### src/rtl/tube_display_arbiter.sv
// Arbitrates the 8-digit seven-segment display between three requesters (2 > 1 > 0),
// snapshots the owner's frame at scan-frame boundaries and drives the digit scan.
module tube_display_arbiter #(
   parameter int unsigned SCAN_DIV        = 100000,
   parameter int unsigned MIN_HOLD_FRAMES = 4
) (
   input  logic        clk,
   input  logic        rst_n,
   input  logic [2:0]  req_i,
   input  logic [63:0] frame0_i,
   input  logic [63:0] frame1_i,
   input  logic [63:0] frame2_i,
   output logic [2:0]  grant_o,
   output logic        frame_start_o,
   output logic [7:0]  seg_en_o,
   output logic [7:0]  tube1_o,
   output logic [7:0]  tube2_o
);

   localparam int unsigned DivW = (SCAN_DIV > 1) ? $clog2(SCAN_DIV) : 1;

   typedef enum logic [0:0] {StIdle, StOwn} state_e;

   state_e          state_q, state_d;
   logic [1:0]      owner_q, owner_d;
   logic [7:0]      hold_q, hold_d;
   logic [63:0]     snap_q, snap_d;
   logic [2:0]      grant_q, grant_d;
   logic [DivW-1:0] div_cnt_q;
   logic [2:0]      scan_idx_q;
   logic [7:0]      seg_en_q, tube1_q, tube2_q;
   logic            frame_start_q;

   logic            tick, boundary;
   logic [1:0]      high_idx;
   logic [8:0]      hold_inc;
   logic [2:0]      new_idx;
   logic [63:0]     disp;
   logic [7:0]      chr;

   assign tick     = (div_cnt_q == DivW'(SCAN_DIV - 1));
   assign boundary = tick && (scan_idx_q == 3'd7);
   assign hold_inc = {1'b0, hold_q} + 9'd1;

   always_comb begin
      high_idx = 2'd0;
      if (req_i[2]) begin
         high_idx = 2'd2;
      end else if (req_i[1]) begin
         high_idx = 2'd1;
      end
   end

   // Ownership decision, only committed on a frame boundary.
   always_comb begin
      state_d = state_q;
      owner_d = owner_q;
      hold_d  = hold_q;
      unique case (state_q)
         StIdle: begin
            if (|req_i) begin
               state_d = StOwn;
               owner_d = high_idx;
               hold_d  = 8'd0;
            end
         end
         StOwn: begin
            if (|req_i && (high_idx > owner_q)) begin
               owner_d = high_idx;
               hold_d  = 8'd0;
            end else if (|(req_i & grant_q)) begin
               hold_d = (hold_q == 8'hFF) ? 8'hFF : hold_inc[7:0];
            end else if (hold_inc < 9'(MIN_HOLD_FRAMES)) begin
               hold_d = hold_inc[7:0];
            end else if (|req_i) begin
               owner_d = high_idx;
               hold_d  = 8'd0;
            end else begin
               state_d = StIdle;
               hold_d  = 8'd0;
            end
         end
         default: state_d = StIdle;
      endcase
   end

   always_comb begin
      grant_d = 3'b000;
      snap_d  = 64'd0;
      if (state_d == StOwn) begin
         grant_d = 3'b001 << owner_d;
         unique case (owner_d)
            2'd0:    snap_d = frame0_i;
            2'd1:    snap_d = frame1_i;
            default: snap_d = frame2_i;
         endcase
      end
   end

   // Digit 0 of a new frame bypasses the snapshot register.
   assign new_idx = scan_idx_q + 3'd1;
   assign disp    = boundary ? snap_d : snap_q;
   assign chr     = disp[{new_idx, 3'b000} +: 8];

   always_ff @(posedge clk or negedge rst_n) begin
      if (!rst_n) begin
         div_cnt_q     <= '0;
         scan_idx_q    <= 3'd0;
         state_q       <= StIdle;
         owner_q       <= 2'd0;
         hold_q        <= 8'd0;
         snap_q        <= 64'd0;
         grant_q       <= 3'b000;
         seg_en_q      <= 8'h00;
         tube1_q       <= 8'h00;
         tube2_q       <= 8'h00;
         frame_start_q <= 1'b0;
      end else begin
         div_cnt_q     <= tick ? '0 : div_cnt_q + 1'b1;
         frame_start_q <= boundary;
         if (tick) begin
            scan_idx_q <= new_idx;
            seg_en_q   <= 8'h01 << new_idx;
            tube1_q    <= new_idx[2] ? 8'h00 : chr;
            tube2_q    <= new_idx[2] ? chr : 8'h00;
         end
         if (boundary) begin
            state_q <= state_d;
            owner_q <= owner_d;
            hold_q  <= hold_d;
            snap_q  <= snap_d;
            grant_q <= grant_d;
         end
      end
   end

   assign grant_o       = grant_q;
   assign frame_start_o = frame_start_q;
   assign seg_en_o      = seg_en_q;
   assign tube1_o       = tube1_q;
   assign tube2_o       = tube2_q;

endmodule
### config.mk
export PLATFORM = sky130hd
export DESIGN_NAME = tube_display_arbiter
export DESIGN_NICKNAME = d
export VERILOG_FILES = /design/src/rtl/tube_display_arbiter.sv
export SDC_FILE = /design/constraint.sdc
export NUM_CORES = 1
export LEC_CHECK = 0
export ABC_AREA = 0
export ABC_CLOCK_PERIOD_IN_PS = 4100
export CORE_MARGIN = 1
export CORE_UTILIZATION = 29
export CTS_CLUSTER_DIAMETER = 200
export DETAILED_ROUTE_END_ITERATION = 16
export PLACE_DENSITY = 0.54
export SLEW_MARGIN = 25
export SYNTH_ARGS = -nofsm -noshare
export SYNTH_HDL_FRONTEND = slang
export SYNTH_SLANG_ARGS = --single-unit
### constraint.sdc
create_clock -name clk -period 4.1 [get_ports clk]
set_clock_uncertainty 0.1 [all_clocks]
set_input_delay 0.82 -clock clk [delete_from_list [all_inputs] [get_ports clk]]
set_output_delay 0.82 -clock clk [all_outputs]
set_load 0.05 [all_outputs]
* Word-level counts from Yosys, hierarchy flattened
Cells that the tools add are included.
** Storage, ports and cells
- Flip-flop bits (word level) :: 123
- Word-level logic and storage cells :: 57
- Bits of input ports :: 197
** Operators by class
- Magnitude comparators :: 2
- Mux-type cells :: 25
- Add/sub/neg operators :: 3
- Shifts and indexed selects :: 3
- Bitwise logic cells :: 2
- Reductions and logical operators :: 6
- Equality and inequality tests :: 5
** Operator list (count)
- $mux 64 :: 2
- $pmux 64 s2 :: 1
- $shiftx 64x7->8 :: 1
- $mux 8 :: 7
- $add 17x1->17 const B :: 1
- $eq 17x17->1 const B :: 1
- $mux 17 :: 1
- $pmux 8 s2 :: 1
- $mux 2 :: 5
- $add 8x1->9 const B :: 1
- $lt 9x3->1 const B :: 1
- $eq 8x8->1 const B :: 1
- $shl 1x3->8 const A :: 1
- $reduce_or 3->1 :: 2
- $mux 1 :: 5
- $pmux 2 s2 :: 1
- $add 3x1->3 const B :: 1
- $and 3x3->3 :: 1
- $eq 3x3->1 const B :: 1
- $mux 3 :: 1
- $shl 1x2->3 const A :: 1
- $eq 2x1->1 const B :: 1
- $gt 2x2->1 :: 1
- $logic_and 1x1->1 :: 2
- other kinds (5) :: 5

* Logic depth before layout (Yosys ltp)
Gate-level depths: netlist of run 1.
- Depth in word-level cells :: 13
- Depth in mapped cells :: 15

* Worst setup path before layout of run 1
Ideal clock, no wire load.
- Kind :: in2reg
- From :: input port req_i[2]
- To :: register tube1_q[1], in the netlist tube1_o[1]
- Arrival :: 2.943 ns
- Library setup time :: 0.142 ns
- Stages on the path :: 11
- Setup slack :: 0.915 ns
- Path buffers :: 2
- Required time :: 3.858 ns
- Path through :: ha_1 -> nor2b_1 -> o31a_1 -> a21oi_1 -> and4b_1 -> buf_4 -> or2_1 -> buf_4 -> and3_1 -> a221oi_1 -> o2111ai_1
** Between the ends
- Longest elaborated chain between the ends :: 12
- Elaborated cells between the ends (all ways) :: 23
- Those cells by class :: 1 x order compare; 1 x eq/ne; 1 x shift; 15 x mux; 1 x bitwise; 4 x reduce/logical
** RTL lines
- start: declaration :: line 9 : input logic [2:0] req_i,
- $reduce_or 3->1 / $mux 2 (equally long branches)
- $mux 2 :: line 61, 75
- $mux 2 :: line 73 : end else if (hold_inc < 9'(MIN_HOLD_FRAMES)) begin
- $mux 2 :: line 71 : end else if (|(req_i & grant_q)) begin
- $mux 2 :: line 68 : if (|req_i && (high_idx > owner_q)) begin
- $pmux 2 s2 :: line 59 : unique case (state_q)
- $eq 2x1->1 / $logic_not 2->1 (equally long branches) :: line 92 : unique case (owner_d)
- $pmux 64 s2 :: line 92
- $mux 64 (*) :: line 90 : if (state_d == StOwn) begin
- $mux 64 (*)
- $shiftx 64x7->8 (*) :: line 103 : assign chr = disp[{new_idx, 3'b000} +: 8];
- $mux 8 (*) :: line 124 : tube1_q <= new_idx[2] ? 8'h00 : chr;
- end signal: assignment :: line 124
- end: declaration :: line 31 : logic [7:0] seg_en_q, tube1_q, tube2_q;
Every way passes the cells marked *; elsewhere a longest branch is shown, timed or not.
A chain may end at the register's enable or synchronous reset.

* Final worst setup path of run 1
- From :: input port req_i[2]
- To :: register tube1_q[2], in the netlist tube1_o[2]
Same word-level chain as after synthesis.

==> flow_summary.toml, run 1 <==
[clock_tree]
cts-hold-fix-buffers = 0
cts_setup_buffers = 0
clkSlewWorstSetupHoldPaths_ns = 0.06
tritoncts_clock_tree = "done"
clk_root_buffer_cell = "clkbuf_16"
cts_inserted_buffers = 17
clock_latency_ns = 0.43
cts_htree_levels = 4
post_cts_resize_count = 0
numClockSinks = 123
ctsLongestPathBuffers = 2

[critical_path]
critPathLaunchType = "input pin"
crit_chain = "clkdlybuf4s50_1, ha_1, nor2b_1, o2111ai_1, nor3b_1, buf_4, a221oi_1, nor2_4, buf_4, nand2_1, nand2_1, a221oi_1, o2111ai_1"
cp.arrival_ns = 3.84
worstPathRequired_ns = 4.28
critPathKind = "input pin to flop"
cp_slowest_stage_delay_ns = 0.49
worstPathMaxFanout = 16
crit_path_top_delay_cell = "clkdlybuf4s50_1"
endpoint_kind = "flop"
path_delay_family = "compound AO/OA/AOI/OAI gates"
critical_path.n_buffers_inverters = 3

[timing]
achievable_freq_ghz = 0.273
finalHoldViolations = 0
layout_min_cycle_time_ns = 3.66
worst_slew_margin_rel = 0.481
unrepaired_setup_endpoints_after_global_routing = "no"
slew_viol_final = 0
hold-worst-slack_ns = 0.307
layout_worst_path_cycle_share = 0.893
setup_violations = 0
fin_ws_ns = 0.438
max_slew.worst_pin.slew_ns = 0.776

[cells_and_area]
area.sequential_um2 = 3080
multiInputGateArea_um2 = 3950
finish.net_count = 1274
mostFrequentLayoutCell = "clkdlybuf4s50_1"
fillers = 2483
layout.cells.most_common_list = "clkdlybuf4s50_1 (223), nand2_1 (169), dfrtp_1 (123)"
layoutNonFillerInstCount = 1405
area_delta_synth_final_pct = 44.9
final_layout_size_suffix_gt1_frac = 0.0963
final_util = 0.434

[drt]
detail_routed_via_count_per_cell = 5.15
drt_iter0_drc = 516
final_antenna_net_count = 0
avgRoutedWirePerCell_um = 18.2
post-route-drc-count = 0
via_count = 7230
first_pass_iters = 5
wl_mm = 25.5

[global_route]
grt_pass1_wl_mm = 39.8
first_global_vias = 7068
maximum_number_of_pins_on_one_net_before_global_route_repair = 52
grtUsageTotal = 0.198
antenna_found_initial = 1
global_route.overflow_total = 0

[logic_synthesis]
post_synthesis_cells = 846
synth_nets = 1053
leading_post_synthesis_cells_by_cell_area = "dfrtp_1 (42%), nand2_1 (8.7%), mux2i_1 (3.9%), a22oi_1 (3.7%), o21ai_1 (3.2%)"
yosys_most_used_dff = "dfrtp_1"
share_of_synthesized_area_occupied_by_flip_flops_and_latches = 0.418
top_cell_type_by_total_area_after_synthesis = "dfrtp_1"
warning_count_from_the_yosys_run = 0
synth.lib_cells_used.distinct = 69
yosys_reg_bits = 123
synth-edff-count = 0
synth_area_um2 = 7370
synth_top_area_share = 0.418
postSynth.asyncResetShare = 1.00
post_synth.cell_area_avg_um2 = 8.71

[worst_hold_path]
worst_hold_class = "input pin to asynchronous set/reset pin"

[run]
timing.max_cap.violations = 0

[power_and_ir_drop]
power_report.internal_total_mw = 2.44
peakVddDrop_mv = 0.256
combPwrFrac = 0.134
p_switching_uw = 787
clock_power_share = 0.470
power_switching_share = 0.244
leakage_nw = 4.45
part_of_the_power_in_registers = 0.396
power_density_nw_per_um2 = 302

[die]
placementRows = 57
placeableCoreArea_um2 = 24600
die-width_um = 161
pin_count = 225
area_of_the_die_um2 = 26100
chipHeight_um = 161
floorplan.initialDensity = 0.300

[placement]
place.detailed.instances = 1372
post_dp_hpwl_mm = 19.3
port_buffers = 224
dpl_worst_slack_ns = -0.00285
place.gp.congestion = 0.866

[status]
status = "complete, no violations"
-- worst reg2reg max path, delay by kind of cell (launching register included) --
family / cells / cell delay, ns
and+or+nand+nor: 5 / 2.56
AOI/OAI and AO/OA: 2 / 0.27
DFF: 1 / 0.44
-- power by group through the flow --
| stage | combinational [mW] | sequential, mW | clock (mW) |
|---|---|---|---|
| after floorplan | 0.156 | 1.30 | 0 |
| after global placement | 0.436 | 1.30 | 0 |
| after detailed placement | 0.438 | 1.30 | 0 |
| after CTS | 0.439 | 1.28 | 1.55 |
| after global routing | 0.474 | 1.28 | 1.60 |
| final | 0.433 | 1.28 | 1.52 |
-- cells by family after synthesis --
| kind of cell | count (synthesis) | share of synthesized area |
|---|---|---|
| adders and majority gates | 10 | 0.0170 |
| DFF | 123 | 0.418 |
| buffers and inverters | 71 | 0.0486 |
| and+or+nand+nor | 330 | 0.207 |
| muxes | 29 | 0.0394 |
| AOI/OAI and AO/OA | 267 | 0.252 |
| xor gates and xnor gates | 16 | 0.0190 |
-- area by class of cell --
class | count | share of cell area
inverter | 13 | 0.00457
tap | 324 | 0.0380
timing repair buffer | 260 | 0.243
clock inverter | 13 | 0.0134
multi-input combinational | 652 | 0.370
antenna | 1 | 0.000234
sequential | 123 | 0.288
clock buffer | 19 | 0.0424
-- per-stage QoR --
step	power [mW]	area, um2	TNS (ns)
finish	3.23	10700	0
global route	3.35	10700	0
CTS	3.26	10700	0
detailed placement	1.74	10100	-0.00285
global placement	1.73	10100	0
floorplan	1.46	7370	0
-- layer usage --
layer  vias up  wire (um)  GRT usage
met5         -          0          0
met3        17       1330     0.0439
met1      3464      12000      0.277
met2       211      11800      0.308
met4         0        331     0.0506
li1       3538          -          -
-- final timing paths --
| check | startpoint | end | slack, ns | cells after the start |
|---|---|---|---|---|
| worst min register to register | seg_en_o[3] | seg_en_o[3] | 0.36 | 2 |
| worst max-delay path | req_i[2] | tube1_o[2] | 0.44 | 13 |
| min in group clk | seg_en_o[3] | seg_en_o[3] | 0.36 | 2 |
| max in group asynchronous | rst_n | div_cnt_q[6] | 2.70 | 2 |
| worst min-delay path | rst_n | frame_start_o | 0.31 | 1 |
| worst max register to register | div_cnt_q[9] | tube1_o[2] | 0.63 | 7 |
-- state kept, by name, indices dropped and copies added (netlist names) --
name	cells
div_cnt_q	17
frame_start_o	1
grant_o	3
hold_q	8
owner_q	2
scan_idx_q	3
seg_en_o	8
snap_q	64
state_q	1
tube1_o	8
tube2_o	8
-- cells in the mapped netlist, types with 12 or more instances --
| library cell | count |
|---|---|
| a221oi_1 | 13 |
| a21oi_1 | 38 |
| a22oi_1 | 36 |
| nor2_1 | 46 |
| o21ai_0 | 23 |
| clkbuf_1 | 27 |
| nor3_1 | 12 |
| dfrtp_1 | 123 |
| o211ai_1 | 12 |
| o21ai_1 | 47 |
| and3_1 | 17 |
| a31oi_1 | 24 |
| nand2_1 | 170 |
| nand3_1 | 37 |
| a22o_1 | 16 |
| buf_2 | 16 |
| mux2i_1 | 29 |
| xnor2_1 | 12 |
No activity file was read; power rests on OpenSTA's default activity.
==> run 2: changes to the inputs <==
CORE_UTILIZATION = 41   (was 29)
PLACE_DENSITY = 0.71   (was 0.54)
==> run 2 against run 1 <==
Against the previous run: wire length is 5.1% lower; power is 1.0% higher; die area is 29% lower; maximum frequency is 4.1% lower; via count is 4.5% higher; setup slack worse by 0.16 ns; sequential power hardly changed; global-route usage is 7.2 points higher; clock-buffer cell count is 1 lower; clock power hardly changed; register-to-register slack worse by 0.12 ns; critical path type unchanged; largest power group unchanged.
==> flow_summary.toml, run 2 (synthesis results as in run 1) <==
[status]
status = "complete, no violations"

[clock_tree]
post_cts_resize_count = 0
clk_root_buffer_cell = "clkbuf_16"
ctsLongestPathBuffers = 2
clock_latency_ns = 0.43
cts-hold-fix-buffers = 0
tritoncts_clock_tree = "done"
cts_setup_buffers = 0
clkSlewWorstSetupHoldPaths_ns = 0.06
numClockSinks = 123
cts_inserted_buffers = 17
cts_htree_levels = 4

[die]
die-width_um = 136
pin_count = 225
placementRows = 48
placeableCoreArea_um2 = 17400
chipHeight_um = 136
area_of_the_die_um2 = 18500
floorplan.initialDensity = 0.423

[critical_path]
worstPathMaxFanout = 18
cp_slowest_stage_delay_ns = 0.50
worstPathRequired_ns = 4.28
crit_chain = "clkdlybuf4s50_1, ha_1, nor2b_1, o31a_1, o21ai_0, a221oi_4, or2_2, and3_1, a221oi_1, o2111ai_1"
critPathKind = "input pin to flop"
crit_path_top_delay_cell = "clkdlybuf4s50_1"
cp.arrival_ns = 3.99
endpoint_kind = "flop"
critPathLaunchType = "input pin"

[cells_and_area]
finalInstanceArea_um2 = 10500
largest_reg_flops = 64
final_layout_size_suffix_gt1_frac = 0.0904
regMostFlops = "snap_q"
fillers = 1510
largest_registers = "snap_q (64), div_cnt_q (17)"
multiInputGateArea_um2 = 3950
layout.cells.most_common_list = "clkdlybuf4s50_1 (223), nand2_1 (169), dfrtp_1 (123)"
mostFrequentLayoutCell = "clkdlybuf4s50_1"
area_delta_synth_final_pct = 42.9
layoutNonFillerInstCount = 1299
finish.net_count = 1267
area.sequential_um2 = 3080

[timing]
unrepaired_setup_endpoints_after_global_routing = "no"
layout_min_cycle_time_ns = 3.82
setup_violations = 0
worst_slew_margin_rel = 0.552
layout_worst_path_cycle_share = 0.931
slew_viol_final = 0
finalHoldViolations = 0
hold-worst-slack_ns = 0.274
achievable_freq_ghz = 0.262
fin_ws_ns = 0.282
totalNegativeSetupSlack_ns = 0
max_slew.worst_pin.slew_ns = 0.670

[global_route]
grtUsageTotal = 0.270
global_route.overflow_total = 0
grt_pass1_wl_mm = 38.4
antenna_found_initial = 1
first_global_vias = 7279
maximum_number_of_pins_on_one_net_before_global_route_repair = 61

[placement]
post_dp_hpwl_mm = 17.8
place.detailed.instances = 1266
dpl_worst_slack_ns = -0.0331
port_buffers = 224
place.gp.congestion = 0.972
postPlaceCellArea_um2 = 9920

[power_and_ir_drop]
peakVddDrop_mv = 0.394
power_density_nw_per_um2 = 310
leakage_nw = 4.43

[drt]
final_antenna_net_count = 0
wl_mm = 24.2
post-route-drc-count = 0
first_pass_iters = 7
avgRoutedWirePerCell_um = 18.6
drt_iter0_drc = 734
wl_met3_mm = 1.86
routed-wl-met2_mm = 11.8
drt-met1-wl_mm = 10.0
detail_routed_via_count_per_cell = 5.82
via_count = 7558
top_layer_used = "met4"

[worst_hold_path]
worst_hold_class = "input pin to asynchronous set/reset pin"

[run]
timing.max_cap.violations = 0
-- run 2: changes by cell type in the layout (fill, tap and decap cells not counted), sizes merged --
cell,change
buf,-7
bufinv,+1
clkbuf,-1
clkinv,-1
clkinvlp,+1
-- run 2: final cells by class --
type / instances / area share
antenna: 1 / 0.000238
clock buffer: 18 / 0.0417
clock inverter: 14 / 0.0163
inverter: 13 / 0.00463
multi-input combinational: 652 / 0.375
sequential: 123 / 0.292
tap: 225 / 0.0267
timing repair buffer: 253 / 0.243
-- run 2: metal layers --
| metal | up-vias | global-route usage |
|---|---|---|
| met5 | - | 0 |
| met4 | 0 | 0.106 |
| met3 | 50 | 0.0544 |
| met2 | 379 | 0.434 |
| met1 | 3595 | 0.354 |
| li1 | 3534 | - |
-- run 2: worst max-delay path, delay by kind of cell --
family	cells	cell delay [ns]
AOI/OAI and AO/OA	5	1.33
and+or+nand+nor	3	0.97
buffers and inverters	1	0.50
adders and majority gates	1	0.36
-- run 2: through the flow --
step / total power [mW] / util
final: 3.26 / 0.605
after global routing: 3.38 / 0.605
after CTS: 3.28 / 0.604
after detailed placement: 1.73 / 0.569
after global placement: 1.73 / 0.569
after floorplan: 1.46 / -
-- run 2: report_power, final --
part | switching (mW) | internal, mW | leakage (nW) | total, mW
Clock | 0.577 | 0.972 | 0.292 | 1.55
Combinational | 0.179 | 0.255 | 2.68 | 0.434
Sequential | 0.0213 | 1.26 | 1.46 | 1.28
Total | 0.778 | 2.49 | 4.43 | 3.26
-- run 2: worst paths after layout --
kind	from	to	slack, ns	cells past startpoint
max	req_i[2]	tube1_o[7]	0.28	10
min in group clk	seg_en_o[7]	seg_en_o[7]	0.36	2
max reg2reg	div_cnt_q[9]	tube1_o[7]	0.51	7
min	rst_n	snap_q[59]	0.27	1
max in group asynchronous	rst_n	snap_q[14]	2.85	2
min reg2reg	seg_en_o[7]	seg_en_o[7]	0.36	2
